**config.mk**
```make
export PLATFORM = sky130hd
export DESIGN_NAME = pmem_loader
export DESIGN_NICKNAME = d
export VERILOG_FILES = /design/src/rtl/pmem_loader_pkg.sv /design/src/rtl/pmem_csum8.sv /design/src/rtl/pmem_loader.sv
export SDC_FILE = /design/constraint.sdc
export NUM_CORES = 1
export LEC_CHECK = 0
export CAP_MARGIN = 10
export CORE_MARGIN = 4
export CORE_UTILIZATION = 45
export DETAILED_ROUTE_END_ITERATION = 6
export PLACE_DENSITY_LB_ADDON = 0.3
export SYNTH_ARGS = -nofsm -noshare
export SYNTH_HDL_FRONTEND = slang
export SYNTH_SLANG_ARGS = --single-unit
```
**constraint.sdc**
```tcl
create_clock -name clk -period 2.4 [get_ports clk]
set_input_delay 0.6 -clock clk [delete_from_list [all_inputs] [get_ports clk]]
set_output_delay 0.6 -clock clk [all_outputs]
set_load 0.01 [all_outputs]
```
**src/rtl/pmem_loader_pkg.sv**
```systemverilog
`default_nettype none
// ============================================================================
// Module   : pmem_loader_pkg
// Purpose  : Shared types and constants for the program-memory loader.
//            Holds the loader state encoding, default memory geometry and
//            the byte-stream format constants.
// Ports    : none (package)
// Revision : 1.0 - initial release
// ============================================================================
package pmem_loader_pkg;

    // Default geometry of the 256 x 12 program memory
    localparam int ADDR_W_DEF  = 8;
    localparam int INSTR_W_DEF = 12;
    localparam int MAX_WORDS   = 256;

    // Byte-stream format: the HI byte carries instr[11:8] in its low nibble
    localparam int HI_NIB_LSB  = 8;
    localparam int HI_NIB_W    = 4;
    localparam int LO_BYTE_W   = 8;
    localparam int CSUM_W      = 8;

    // Width of the word counters (must represent MAX_WORDS itself)
    localparam int CNT_W       = 9;

    typedef enum logic [2:0] {
        S_IDLE  = 3'd0,
        S_LO    = 3'd1,
        S_HI    = 3'd2,
        S_WRITE = 3'd3,
        S_CSUM  = 3'd4,
        S_FIN   = 3'd5
    } state_t;

    // Clamp a requested word count to the memory size
    function automatic logic [CNT_W-1:0] sat_count(input logic [CNT_W-1:0] req);
        if (req > CNT_W'(MAX_WORDS))
            return CNT_W'(MAX_WORDS);
        else
            return req;
    endfunction

endpackage
`default_nettype wire

```
**src/rtl/pmem_csum8.sv**
```systemverilog
`default_nettype none
// ============================================================================
// Module   : pmem_csum8
// Purpose  : 8-bit modulo-256 running sum of stream bytes.
// Ports    : clk     - system clock, rising edge
//            rst_n   - asynchronous active-low reset (sum -> 0)
//            clr     - synchronous clear, has priority over add_en
//            add_en  - add byte_in to the running sum this cycle
//            byte_in - byte to accumulate
//            sum     - current running sum
// Revision : 1.0 - initial release
// ============================================================================
module pmem_csum8
    import pmem_loader_pkg::*;
(
    input  logic              clk,
    input  logic              rst_n,
    input  logic              clr,
    input  logic              add_en,
    input  logic [CSUM_W-1:0] byte_in,
    output logic [CSUM_W-1:0] sum
);

    always_ff @(posedge clk or negedge rst_n) begin
        if (!rst_n) begin
            sum <= '0;
        end else if (clr) begin
            sum <= '0;
        end else if (add_en) begin
            sum <= sum + byte_in;   // natural wrap gives modulo-256
        end
    end

endmodule
`default_nettype wire

```
**src/rtl/pmem_loader.sv**
```systemverilog
`default_nettype none
// ============================================================================
// Module   : pmem_loader
// Purpose  : Program-load controller. Receives a byte stream, assembles
//            12-bit instructions from LO/HI byte pairs, writes them to the
//            program memory, holds the core during the load and verifies a
//            trailing 8-bit checksum.
// Ports    : clk, rst_n          - clock / async active-low reset
//            start, count        - begin a load of count words (IDLE only)
//            in_data/valid/ready - byte stream handshake
//            Load_En/Addr/Instr  - program memory write port
//            cpu_hold, busy      - high while a load is in progress
//            done                - one-cycle pulse at end of load
//            err                 - checksum mismatch, sticky until next start
// Revision : 1.0 - initial release
// ============================================================================
module pmem_loader
    import pmem_loader_pkg::*;
#(
    parameter int ADDR_W  = ADDR_W_DEF,
    parameter int INSTR_W = INSTR_W_DEF
) (
    input  logic               clk,
    input  logic               rst_n,
    input  logic               start,
    input  logic [CNT_W-1:0]   count,
    input  logic [7:0]         in_data,
    input  logic               in_valid,
    output logic               in_ready,
    output logic               Load_En,
    output logic [ADDR_W-1:0]  Load_Addr,
    output logic [INSTR_W-1:0] Load_Instr,
    output logic               cpu_hold,
    output logic               busy,
    output logic               done,
    output logic               err
);

    state_t               state;
    logic [CNT_W-1:0]     cnt;
    logic [CNT_W-1:0]     written;
    logic [CNT_W-1:0]     written_nx;
    logic [ADDR_W-1:0]    addr;
    logic [INSTR_W-1:0]   instr;
    logic                 err_r;
    logic [CSUM_W-1:0]    sum;
    logic                 accept;
    logic                 csum_clr;
    logic                 csum_add;

    // All handshake/status outputs decode from the state register only,
    // so there is no combinational path from in_valid to in_ready.
    assign in_ready   = (state == S_LO) || (state == S_HI) || (state == S_CSUM);
    assign Load_En    = (state == S_WRITE);
    assign busy       = (state == S_LO) || (state == S_HI) ||
                        (state == S_WRITE) || (state == S_CSUM);
    assign cpu_hold   = busy;
    assign done       = (state == S_FIN);
    assign err        = err_r;
    assign Load_Addr  = addr;
    assign Load_Instr = instr;

    assign accept     = in_valid && in_ready;
    assign csum_clr   = (state == S_IDLE) && start;
    assign csum_add   = accept && ((state == S_LO) || (state == S_HI));
    assign written_nx = written + CNT_W'(1);

    pmem_csum8 u_csum (
        .clk     (clk),
        .rst_n   (rst_n),
        .clr     (csum_clr),
        .add_en  (csum_add),
        .byte_in (in_data),
        .sum     (sum)
    );

    always_ff @(posedge clk or negedge rst_n) begin
        if (!rst_n) begin
            state   <= S_IDLE;
            cnt     <= '0;
            written <= '0;
            addr    <= '0;
            instr   <= '0;
            err_r   <= 1'b0;
        end else begin
            case (state)
                S_IDLE: begin
                    if (start) begin
                        cnt     <= sat_count(count);
                        written <= '0;
                        addr    <= '0;
                        err_r   <= 1'b0;
                        // An empty load still consumes the checksum byte
                        state   <= (count == '0) ? S_CSUM : S_LO;
                    end
                end
                S_LO: begin
                    if (accept) begin
                        instr[LO_BYTE_W-1:0] <= in_data;
                        state                <= S_HI;
                    end
                end
                S_HI: begin
                    if (accept) begin
                        // Upper nibble of the HI byte is checksummed only
                        instr[HI_NIB_LSB +: HI_NIB_W] <= in_data[HI_NIB_W-1:0];
                        state                         <= S_WRITE;
                    end
                end
                S_WRITE: begin
                    // addr wraps to 0 after word 255; harmless because the
                    // final word always exits to CSUM here.
                    addr    <= addr + ADDR_W'(1);
                    written <= written_nx;
                    state   <= (written_nx == cnt) ? S_CSUM : S_LO;
                end
                S_CSUM: begin
                    if (accept) begin
                        err_r <= (in_data != sum);
                        state <= S_FIN;
                    end
                end
                S_FIN: begin
                    state <= S_IDLE;
                end
                default: begin
                    state <= S_IDLE;
                end
            endcase
        end
    end

endmodule
`default_nettype wire

```
## Word level (Yosys, flattened, before mapping)

Cells that the tools add are included.

- Output and inout bits: 26
- Flip-flop bits (word level): 50
- Bits of input ports: 21

- Add/sub/neg operators: 3
- Reductions and logical operators: 18
- $lt $le $gt $ge: 1
- Multiplexer cells: 17
- Equal/unequal tests: 11

Operators by type and width:

| cell | number |
|---|---|
| two-way mux 8 bit | 3 |
| two-way mux 3 bit | 6 |
| two-way mux 9 bit | 2 |
| one-hot mux 9 bit (2 select lines) | 1 |
| one-hot mux 8 bit (2 select lines) | 1 |
| one-hot mux 3 bit (5 select lines) | 1 |
| adder 9 x 1 -> 9 bit (second input constant) | 1 |
| == test 9 bit | 1 |
| > comparator 9 bit (second input constant) | 1 |
| logical NOT 9 bit | 1 |
| adder 8 x 1 -> 8 bit (second input constant) | 1 |
| adder 8 bit | 1 |
| inequality test 2 bit (second input constant) | 4 |
| inequality test 8 bit | 1 |
| AND reduction 2 bit | 4 |
| == test 3 x 2 -> 1 bit (second input constant) | 2 |
| == test 3 bit (second input constant) | 2 |
| nonzero test 2 bit | 3 |
| logical OR 1 bit | 4 |
| AND reduction 4 bit | 1 |
| == test 3 x 1 -> 1 bit (second input constant) | 1 |
| logical AND 1 bit | 3 |
| logical NOT 3 bit | 1 |
| AND reduction 3 bit | 1 |
| 2 further kinds | 3 |

## Logic depth before layout (Yosys ltp)

Gate-level depths: netlist of run 1.

- Depth after elaboration: 7
- Depth in mapped cells: 9

## By module

From an unflattened synthesis of run 1, not the netlist that was laid out.

- Cell total of the unflattened synthesis: 301
- Area total of the unflattened synthesis: 2912.8 µm²

By module, submodules not included:

| module | area each (µm²) | times used | cells each | sequential area each (µm²) |
|---|---|---|---|---|
| pmem_loader | 2265.9 | 1 | 235 | 1051.0 |
| pmem_csum8 | 646.9 | 1 | 66 | 200.2 |

## Worst setup path after synthesis of run 1

No wires, ideal clock.

- Path kind: flip-flop to output port
- Start point: reg state[2]
- End point: out cpu_hold
- Stages on the path, launching flop included: 8
- Setup slack: 103 ps
- Data arrival time: 1697 ps
- Data required time: 1800 ps
- Path buffers: 3
- Cell sequence: dfrtp_1 -> clkbuf_1 -> inv_2 -> nand3_1 -> inv_2 -> clkbuf_1 -> or2_2 -> buf_4

- Elaborated cells between the ends (all ways): 7

RTL lines:

| item | RTL line | RTL |
|---|---|---|
| from (decl) | pmem_loader.sv:39 | `state_t state;` |
| from (signal assigned) | pmem_loader.sv:94 | `state <= (count == '0) ? S_CSUM : S_LO;` |
| from (signal assigned) | pmem_loader.sv:115 | `state <= (written_nx == cnt) ? S_CSUM : S_LO;` |
| == test 3 x 2 -> 1 bit | -- |  |
| named net Load_En | pmem_loader.sv:30 | `output logic Load_En,` |
| logical OR 1 bit | pmem_loader.sv:55 | `assign busy = (state == S_LO) \|\| (state == S_HI) \|\|` |
| logical OR 1 bit | pmem_loader.sv:56 | `(state == S_WRITE) \|\| (state == S_CSUM);` |
| to (decl) | pmem_loader.sv:33 | `output logic cpu_hold,` |

The timed path passes the listed nets, and every way through them passes these cells.

## Worst setup path in the final report of run 1

- Start point: reg state[1]
- End point: out done

- Cells in the longest elaborated chain, start to end: 1

Ends and longest elaborated chain:

| item | RTL line | RTL |
|---|---|---|
| == test 3 bit | pmem_loader.sv:58 | `assign done = (state == S_FIN);` |
| to (decl) | pmem_loader.sv:35 | `output logic done,` |

No other way between the ends.

==> impl_metrics.py, run 1 <==
metrics = {
    "power_and_ir_drop": {
        "total_power_mw": 3.880,
        "p_clk_share_pct": 18.6,
        "seq_power_share_pct": 34.6,
        "p_int_mw": 2.510,
        "p_comb_share_pct": 46.8,
        "power.density_nw_per_um2": 1071,
        "swShare_pct": 35.32,
        "cellLeakagePower_nw": 1.603,
        "p_sw_mw": 1.370,
        "vdd_ir_drop_max_mv": 0.5342,
    },
    "critical_path": {
        "critPathKind": "flip-flop to primary output",
        "endpoint_kind": "primary output",
        "path_max_fanout": 9,
        "startpoint_type": "flip-flop",
        "cp.required_ns": 1.80,
        "arrival_ns": 1.68,
    },
    "run_status": {
        "outcome": "completed",
    },
    "clock_tree": {
        "worstSkewPairLatency_ns": 0.30,
        "cts_root_buf": "clkbuf_8",
        "cts_hold_buf": 0,
        "clock_path_buffers": 2,
        "clkSinkCount": 50,
        "htreeDepth": 2,
        "cts_tree": "yes",
        "cts_buffers": 5,
        "clkTransAtPathRegs_ns": 0.10,
    },
    "grt": {
        "grt_pass1_wl_um": 10820,
        "grt.total_usage_pct": 17.85,
        "grt_max_degree": 29,
        "grt-ovfl-total": 0,
        "antenna_found_initial": 0,
        "grt_pass1_vias": 2356,
    },
    "drt": {
        "vias_per_cell": 5.579,
        "drt-total-wl_um": 6309,
        "drtIter0Drc": 158,
        "drc": 0,
        "detail_route.wl_per_cell_um": 14.37,
        "ant_nets": 0,
        "dr.pass1.iters": 4,
        "vias": 2449,
    },
    "synthesis": {
        "synth_fp_nets": 334,
        "avgSynthCellArea_um2": 9.291,
        "synth_top_area_cell": "dfrtp_1",
        "yosysWarningCount": 0,
        "synthesis.instances": 303,
        "synthFlopType": "dfrtp_1",
        "synth_area_leaders": "dfrtp_1, o21ai_0, mux2_2, ha_1, nand3_1",
        "netlist_area_um2": 2815,
        "synth-async-reset-ratio_pct": 100.0,
        "synthDistinctLibCells": 51,
        "yosysSeqAreaShare_pct": 44.44,
        "synth-edff-count": 0,
        "ys_ff_latch": 50,
        "synth_top_area_share_pct": 44.44,
    },
    "sta": {
        "setup_viol": 0,
        "rsz0062_at_grt": "no",
        "fin_tns_setup_ns": 0,
        "worstMarginPinSlew_ns": 0.5088,
        "fin_skew_ns": 0.009845,
        "max-slew-margin-rel_pct": 66.08,
        "post-route-period-util_pct": 95.08,
        "hold_violations": 0,
        "drv_slew": 0,
        "fmax_mhz": 438.2,
        "min_period_ns": 2.282,
    },
    "die": {
        "core-area_um2": 5991,
        "die_area_um2": 7586,
        "start_util_pct": 46.99,
        "io_pins": 47,
        "die_h_um": 87.10,
        "rows": 28,
        "die_w_um": 87.10,
    },
    "final_layout": {
        "syn_to_final_growth_pct": 28.67,
        "multi_input_area_um2": 1459,
        "register_area_um2": 1254,
        "layout.nets": 394,
        "layout-drive-gt1-share_pct": 14.56,
        "diodes": 0,
        "fillCellCount": 507,
    },
    "placement": {
        "hpwl_um": 4612,
        "routabilityCongestion": 0.8914,
        "port-buffer-count": 46,
    },
    "hold_path": {
        "hp-class": "input pin to async pin",
    },
    "job": {
        "max_cap_viol_count": 0,
    },
}
power by group through the flow:
| stage | combinational, mW | sequential (mW) | clock [mW] |
|---|---|---|---|
| final | 1.82 | 1.34 | 0.720 |
| after global placement | 1.75 | 1.35 | 0 |
| after global routing | 2.02 | 1.39 | 0.763 |
| after CTS | 1.82 | 1.35 | 0.729 |
| after detailed placement | 1.80 | 1.36 | 0 |
| after floorplan | 1.08 | 1.36 | 0 |
state kept, by name, indices dropped and copies added, names as in the netlist:
name,cells
state,3
u_csum.sum,8
cnt,9
Load_Addr,8
err,1
written,9
Load_Instr,12
area by class of cell:
type,instances,share of cell area [%]
clock buffer,6,2.280
clock inverter,2,1.658
inverter,10,1.036
multi-input combinational,228,40.28
sequential,50,34.61
tap,75,2.591
timing repair buffer,68,17.55
critical path: stages (launching register included):
cell             delay, ns
dfrtp_1               0.47
nand2b_1              0.25
nor2_1                0.12
clkdlybuf4s50_1       0.54
repair_timing:
action                                  CTS  global route
gates resized for setup                   5             6
setup buffers                             2             1
pin swaps                                 1             2
endpoints found under the setup margin    3             4
synthesized netlist by cell type, types with 3 or more instances:
cell,number
o21ai_0,27
clkbuf_1,8
and2_1,3
and3_1,5
inv_1,8
o211ai_1,3
mux2i_1,3
a21oi_1,13
dfrtp_1,50
nand2_1,25
xor2_1,6
o31ai_1,4
ha_1,9
a31oi_1,5
o21ai_1,15
nand4_1,4
xnor2_1,5
nor2b_1,5
nand2b_1,10
nor2_1,21
mux2_2,12
nor4_1,4
nand3_1,22
metal layers:
metal  routed length, um  up-vias  GRT usage (%)
met5                   0        -              0
met4                  66        0          4.742
met3                 382        6          3.500
met2                2931       59          28.57
met1                2928     1178          24.85
li1                    -     1206              -
placed cells by master, fill, tap and decap left out, types with 3 or more instances in the layout:
master / n
o31ai_1: 3
ha_1: 8
clkdlybuf4s50_1: 41
nand2b_1: 10
dlymetal6s2s_1: 5
nor2b_1: 5
and3_1: 5
clkbuf_8: 6
nand2_1: 25
a31oi_1: 5
mux2_2: 12
dfrtp_1: 48
xor2_1: 6
o211ai_1: 3
nand3_1: 22
o21ai_0: 26
o21ai_1: 16
nor4_1: 4
mux2i_1: 3
a21oi_1: 13
nor2_1: 21
buf_4: 21
xnor2_1: 5
nand4_1: 4
inv_1: 8
and2_1: 3
cells by family (layout without fill, tap and decap cells):
kind of cell | count (synthesis) | count (layout) | synth area share [%]
mux | 16 | 16 | 6.267
buf+inv | 25 | 86 | 4.089
fa+ha+maj | 10 | 10 | 4.711
flops | 50 | 50 | 44.44
compound gates | 84 | 84 | 17.96
simple gates | 107 | 107 | 19.11
xor+xnor | 11 | 11 | 3.422
stage by stage:
step	util [%]	instance area, um^2	instances	setup WS, ns	hold WS, ns
5_1_grt	60.46	3622	439	0.005389	0.2739
3_5_place_dp	57.25	3430	428	-0.4413	0.4850
2_1_floorplan	-	2815	303	0.1033	0.3044
6_report	60.46	3622	439	0.1180	0.2451
4_1_cts	59.96	3592	438	0.002650	0.2584
3_3_place_gp	57.25	3430	428	-0.3006	0.4738
worst paths after layout:
path	from	endpoint	slack, ns	cells past startpoint
min in group clk	Load_Addr[7]$_DFFE_PN0P_	Load_Addr[7]$_DFFE_PN0P_	0.49	1
hold reg to reg	Load_Addr[7]$_DFFE_PN0P_	Load_Addr[7]$_DFFE_PN0P_	0.49	1
setup / recovery	state[1]$_DFFE_PN0P_	done	0.12	3
hold / removal	rst_n	err$_DFFE_PN0P_	0.25	1
max in group asynchronous	rst_n	state[2]$_DFFE_PN0P_	1.52	2
setup reg to reg	written[1]$_DFFE_PN0P_	state[0]$_DFFE_PN0P_	0.22	7
Note: power is estimated with default switching activity, not from simulation.
==> inputs of run 2 (changes only) <==
- TNS_END_PERCENT: unset -> 20
==> results of run 2 <==
No change in the layout: final DEF, timing and power equal those of run 1.
